$ cat config.mk
export PLATFORM = sky130hd
export DESIGN_NAME = subinst_rr_scheduler
export DESIGN_NICKNAME = d
export VERILOG_FILES = /design/src/rtl/subinst_rr_scheduler_pkg.sv /design/src/rtl/subinst_rr_scheduler_rr_pick.sv /design/src/rtl/subinst_rr_scheduler.sv
export SDC_FILE = /design/constraint.sdc
export NUM_CORES = 1
export LEC_CHECK = 0
export ABC_AREA = 0
export CAP_MARGIN = 20
export CELL_PAD_IN_SITES_DETAIL_PLACEMENT = 0
export CELL_PAD_IN_SITES_GLOBAL_PLACEMENT = 2
export CORE_ASPECT_RATIO = 1.1
export CORE_UTILIZATION = 37
export DETAILED_ROUTE_END_ITERATION = 16
export HOLD_SLACK_MARGIN = 0.08
export PLACE_DENSITY = 0.95
export SLEW_MARGIN = 25
export SYNTH_ARGS = -nofsm -noshare
export SYNTH_HDL_FRONTEND = slang
export SYNTH_HIERARCHICAL = 1
export SYNTH_SLANG_ARGS = --single-unit
$ cat constraint.sdc
create_clock -name clk -period 6.1 [get_ports clk]
set_clock_uncertainty 0.1 [all_clocks]
set_input_delay 1.525 -clock clk [delete_from_list [all_inputs] [get_ports clk]]
set_output_delay 1.525 -clock clk [all_outputs]
set_load 0.02 [all_outputs]
$ cat src/rtl/subinst_rr_scheduler_pkg.sv
// Shared types and defaults for the sub-instance round-robin scheduler.
// Holds the FSM state encoding, default sizing and the id-width helper.
package subinst_rr_scheduler_pkg;

    localparam int N_REQ_DEF   = 5;
    localparam int TIMEOUT_DEF = 16;

    typedef enum logic [1:0] {
        ST_IDLE    = 2'd0,
        ST_GRANT   = 2'd1,
        ST_RELEASE = 2'd2
    } state_t;

    // Keeps the id bus at least one bit wide for a single requester.
    function automatic int id_width(input int n);
        return (n > 1) ? $clog2(n) : 1;
    endfunction

    localparam int ID_W_DEF = id_width(N_REQ_DEF);

endpackage

$ cat src/rtl/subinst_rr_scheduler_rr_pick.sv
// Rotating priority pick: first set request bit scanning from start upward, wrapping.
// Purely combinational; no backpressure.
module rr_pick #(
    parameter int N_REQ = 5,
    parameter int ID_W  = 3
) (
    input  logic [N_REQ-1:0] req,
    input  logic [ID_W-1:0]  start,
    output logic             found,
    output logic [ID_W-1:0]  idx
);

    always_comb begin
        found = 1'b0;
        idx   = '0;
        for (int i = 0; i < N_REQ; i++) begin
            int j;
            j = int'(start) + i;
            if (j >= N_REQ) begin
                j = j - N_REQ;
            end
            if (!found && req[j]) begin
                found = 1'b1;
                idx   = ID_W'(j);
            end
        end
    end

endmodule

$ cat src/rtl/subinst_rr_scheduler.sv
// Round-robin grant FSM for N_REQ sub-instances sharing one resource.
// Latency: req to grant 1 cycle; grant held until done, request drop or TIMEOUT, then 2 idle cycles.
module subinst_rr_scheduler
    import subinst_rr_scheduler_pkg::*;
#(
    parameter int N_REQ   = N_REQ_DEF,
    parameter int TIMEOUT = TIMEOUT_DEF
) (
    input  logic                          clk,
    input  logic                          rst,
    input  logic [N_REQ-1:0]              req,
    input  logic [N_REQ-1:0]              done,
    output logic [N_REQ-1:0]              grant,
    output logic [id_width(N_REQ)-1:0]    grant_id,
    output logic                          grant_valid,
    output logic                          timeout_pulse,
    output logic [id_width(N_REQ)-1:0]    rr_ptr
);

    localparam int ID_W  = id_width(N_REQ);
    localparam int CNT_W = $clog2(TIMEOUT + 1);

    state_t           state;
    state_t           state_nxt;
    logic [ID_W-1:0]  cur_id;
    logic [ID_W-1:0]  pick_idx;
    logic             pick_found;
    logic [CNT_W-1:0] hold_cnt;
    logic             to_flag;
    logic             own_done;
    logic             own_req;
    logic             hold_expire;
    logic             grant_exit;

    rr_pick #(
        .N_REQ (N_REQ),
        .ID_W  (ID_W)
    ) u_pick (
        .req   (req),
        .start (rr_ptr),
        .found (pick_found),
        .idx   (pick_idx)
    );

    // Only the granted requester's done/req bits can end a grant.
    assign own_done    = done[cur_id];
    assign own_req     = req[cur_id];
    assign hold_expire = (hold_cnt == CNT_W'(TIMEOUT - 1));
    assign grant_exit  = own_done || !own_req || hold_expire;

    always_ff @(posedge clk) begin
        if (rst) begin
            state <= ST_IDLE;
        end else begin
            state <= state_nxt;
        end
    end

    always_comb begin
        state_nxt = state;
        case (state)
            ST_IDLE:    if (pick_found) state_nxt = ST_GRANT;
            ST_GRANT:   if (grant_exit) state_nxt = ST_RELEASE;
            ST_RELEASE: state_nxt = ST_IDLE;
            default:    state_nxt = ST_IDLE;
        endcase
    end

    always_ff @(posedge clk) begin
        if (rst) begin
            cur_id   <= '0;
            hold_cnt <= '0;
            to_flag  <= 1'b0;
            rr_ptr   <= '0;
        end else begin
            case (state)
                ST_IDLE: begin
                    if (pick_found) begin
                        cur_id   <= pick_idx;
                        hold_cnt <= '0;
                    end
                end
                ST_GRANT: begin
                    if (hold_cnt != CNT_W'(TIMEOUT)) begin
                        hold_cnt <= hold_cnt + 1'b1;
                    end
                    // A coincident done (or request drop) takes precedence over timeout.
                    to_flag <= hold_expire && !own_done && own_req;
                end
                ST_RELEASE: begin
                    to_flag <= 1'b0;
                    rr_ptr  <= (cur_id == ID_W'(N_REQ - 1)) ? '0 : cur_id + 1'b1;
                end
                default: begin
                    to_flag <= 1'b0;
                end
            endcase
        end
    end

    always_comb begin
        grant         = '0;
        grant_id      = '0;
        grant_valid   = 1'b0;
        timeout_pulse = 1'b0;
        if (state == ST_GRANT) begin
            grant[cur_id] = 1'b1;
            grant_id      = cur_id;
            grant_valid   = 1'b1;
        end
        if (state == ST_RELEASE) begin
            timeout_pulse = to_flag;
        end
    end

endmodule

==> out/summary.txt <==
status - finished clean
R2R setup slack - 1780 ps
Placed Instance Area - 0.00237 mm²
Buffers on Ports - 24
CORE AREA - 0.00547 mm²
fin area - 0.00241 mm²
Final #Nets - 305
vias in the first global route - 1892
post-synth top area share - 0.132
Total Neg Setup Slack - 0 ps
H-tree Lvls - 1
Lkg Pwr - 0.917 nW
CTS sink count - 14
hold buffer count at CTS - 0
Final WS setup - 1780 ps
Post-CTS Setup Bufs - 0
root buf cell - clkbuf_8
post_cts resized - 0
Bufs on Longest Clock Path - 2
routed length per placed instance - 15.9 µm
first-pass GRT wire length - 9.17 mm
gr ovfl total - 0
routed via count - 1969
Ys Warns - 6
worst slack at placement - 1730 ps
RSZ-0062 raised after global routing - false
Clk pin slew, worst setup/hold paths - 60 ps
layout cells sized above 1 - 0.131
Die W - 74.1 µm
Hold Crit Class - register to register
CTS tree - built
count leader, synth - nor2_1
data arrival time of the worst path - 4370 ps
Core Util, Final - 0.442
sequential area share after synthesis - 0.132
Fin Hold WS - 364 ps
cell taking the most area after synthesis - dfxtp_1
Worst Setup End Kind - register
Least-Margin Pin Slew - 835 ps
Top FF cell, synth - dfxtp_1
Final ANT Viol Nets - 0
crit path time final - 4320 ps
fin crit share - 0.708
die height - 81.4 µm
Post-route DRC - 0
I/O pins - 25
Layout area overhead - 14.0%
initial antenna violation count - 0
Post-synth EDFFs - 0
GRT Total Usage - 0.195
Pwr Total - 0.877 mW
hold path start - to_flag$_SDFFE_PP0P_
Final Hold Viols - 0
most area-consuming cells after synthesis - dfxtp_1 (13%), ha_1 (10%), mux2i_1 (6.1%)
Die ar. - 0.00603 mm²
largest net degree at the start of global routing - 28
relative slew slack - 0.444
Post-Syn Area - 0.00212 mm²
Gate Count Post-Synth - 259
Final GP Congestion - 0.860
peak supply drop - 165 µV
router iterations before antenna repair - 4
Antenna Cells - 0
f_max - 0.232 GHz
Initial Util - 0.388
final setup violation count - 0
Post-synth top cells - nor2_1 (23), a21oi_1 (19), ha_1 (17)
Cells after DPL - 346
R2R Path Start - rr_ptr[1]$_SDFFE_PP0N_
syn avg cell area - 8.18 µm²
crit path from - rr_ptr[1]$_SDFFE_PP0N_
max-slew violations - 0
DP HPWL - 4.14 mm
DRT iter0 DRCs - 128
Cell variety after synth - 75
worst-skew pair later-pin latency - 240 ps
num rows - 28
CP Launch Type - register
Post-synth ARST share - 0
CP Class - register to register
CP max FO - 21
Yosys reg bits - 14
Syn Nets - 288
final WL - 5.54 mm
Max Cap Viol - 0
fin cells - 349
via/cell ratio - 5.64
Worst Path Required - 6160 ps
power per cell area - 363 mW/mm²
Inserted Clock Buffers - 3
## cells in the final DEF, fill, tap and decap left out, drive strengths merged, types with 3 or more instances in the layout
cell type	instances
nor2	25
clkdlybuf4s50	24
a21oi	22
ha	17
inv	16
nand2	14
dfxtp	14
mux2i	14
nand2b	11
o21ai	10
nor3	8
nand3b	5
nand3	5
o31ai	5
and3	4
o211ai	4
a221o	4
a211o	4
nor2b	4
a21o	4
clkbuf	3
a22oi	3
a31oi	3
and2	3
xor2	3
o22ai	3
mux2	3
## critical path, cell delays in order, from the launching register on
cell	delay, ps
dfxtp_1	720
inv_1	290
ha_1	680
or2_1	380
a211o_1	320
and2_4	150
mux2i_1	140
o2111ai_4	300
nor2_2	100
nand3b_1	130
or3b_2	480
o21ai_0	190
nand4b_1	150
o31ai_1	80
## state kept, by name, summed over array words and instances, names as in the netlist
register / cells
hold_cnt: 5
rr_ptr: 3
cur_id: 3
state: 2
to_flag: 1
## routing by layer
metal	global-route usage	share of wire	vias up
li1	-	-	994
met1	0.232	0.43	922
met2	0.368	0.52	43
met3	0.0136	0.030	10
met4	0.0577	0.018	0
met5	0	0	-
## final cells by class
cell class,instances,area (µm²)
Timing Repair Buffer,25,248
Clock buffer,3,41.3
Tap cell,75,93.8
Inverter,16,62.6
Sequential cell,14,280
Multi-Input combinational cell,216,1690
Fill cell,563,3050
## logic make-up (layout without fill, tap and decap cells)
kind of cell    after synthesis  after routing  synth area share
fa+ha+maj                    17             17             0.100
xor+xnor                      5              5            0.0331
compound gates               78             78             0.290
flops                        14             14             0.132
mux                          19             19             0.109
simple gates                 97             97             0.265
buf+inv                      29             44            0.0703
## where the power goes
| group | switching, mW | leakage [nW] | total [mW] | internal (mW) |
|---|---|---|---|---|
| registers | 0.0459 | 0.114 | 0.158 | 0.113 |
| logic | 0.364 | 0.782 | 0.644 | 0.280 |
| clock network | 0.0307 | 0.0216 | 0.0744 | 0.0436 |
| total | 0.441 | 0.917 | 0.877 | 0.436 |
## path summary, 6_finish.rpt
path | to | cells after the start
min reg2reg | to_flag$_SDFFE_PP0P_ | 1
min | to_flag$_SDFFE_PP0P_ | 1
max reg2reg | hold_cnt[1]$_SDFFE_PP0P_ | 13
max | hold_cnt[1]$_SDFFE_PP0P_ | 13
No activity file was read; power rests on OpenSTA's default activity.
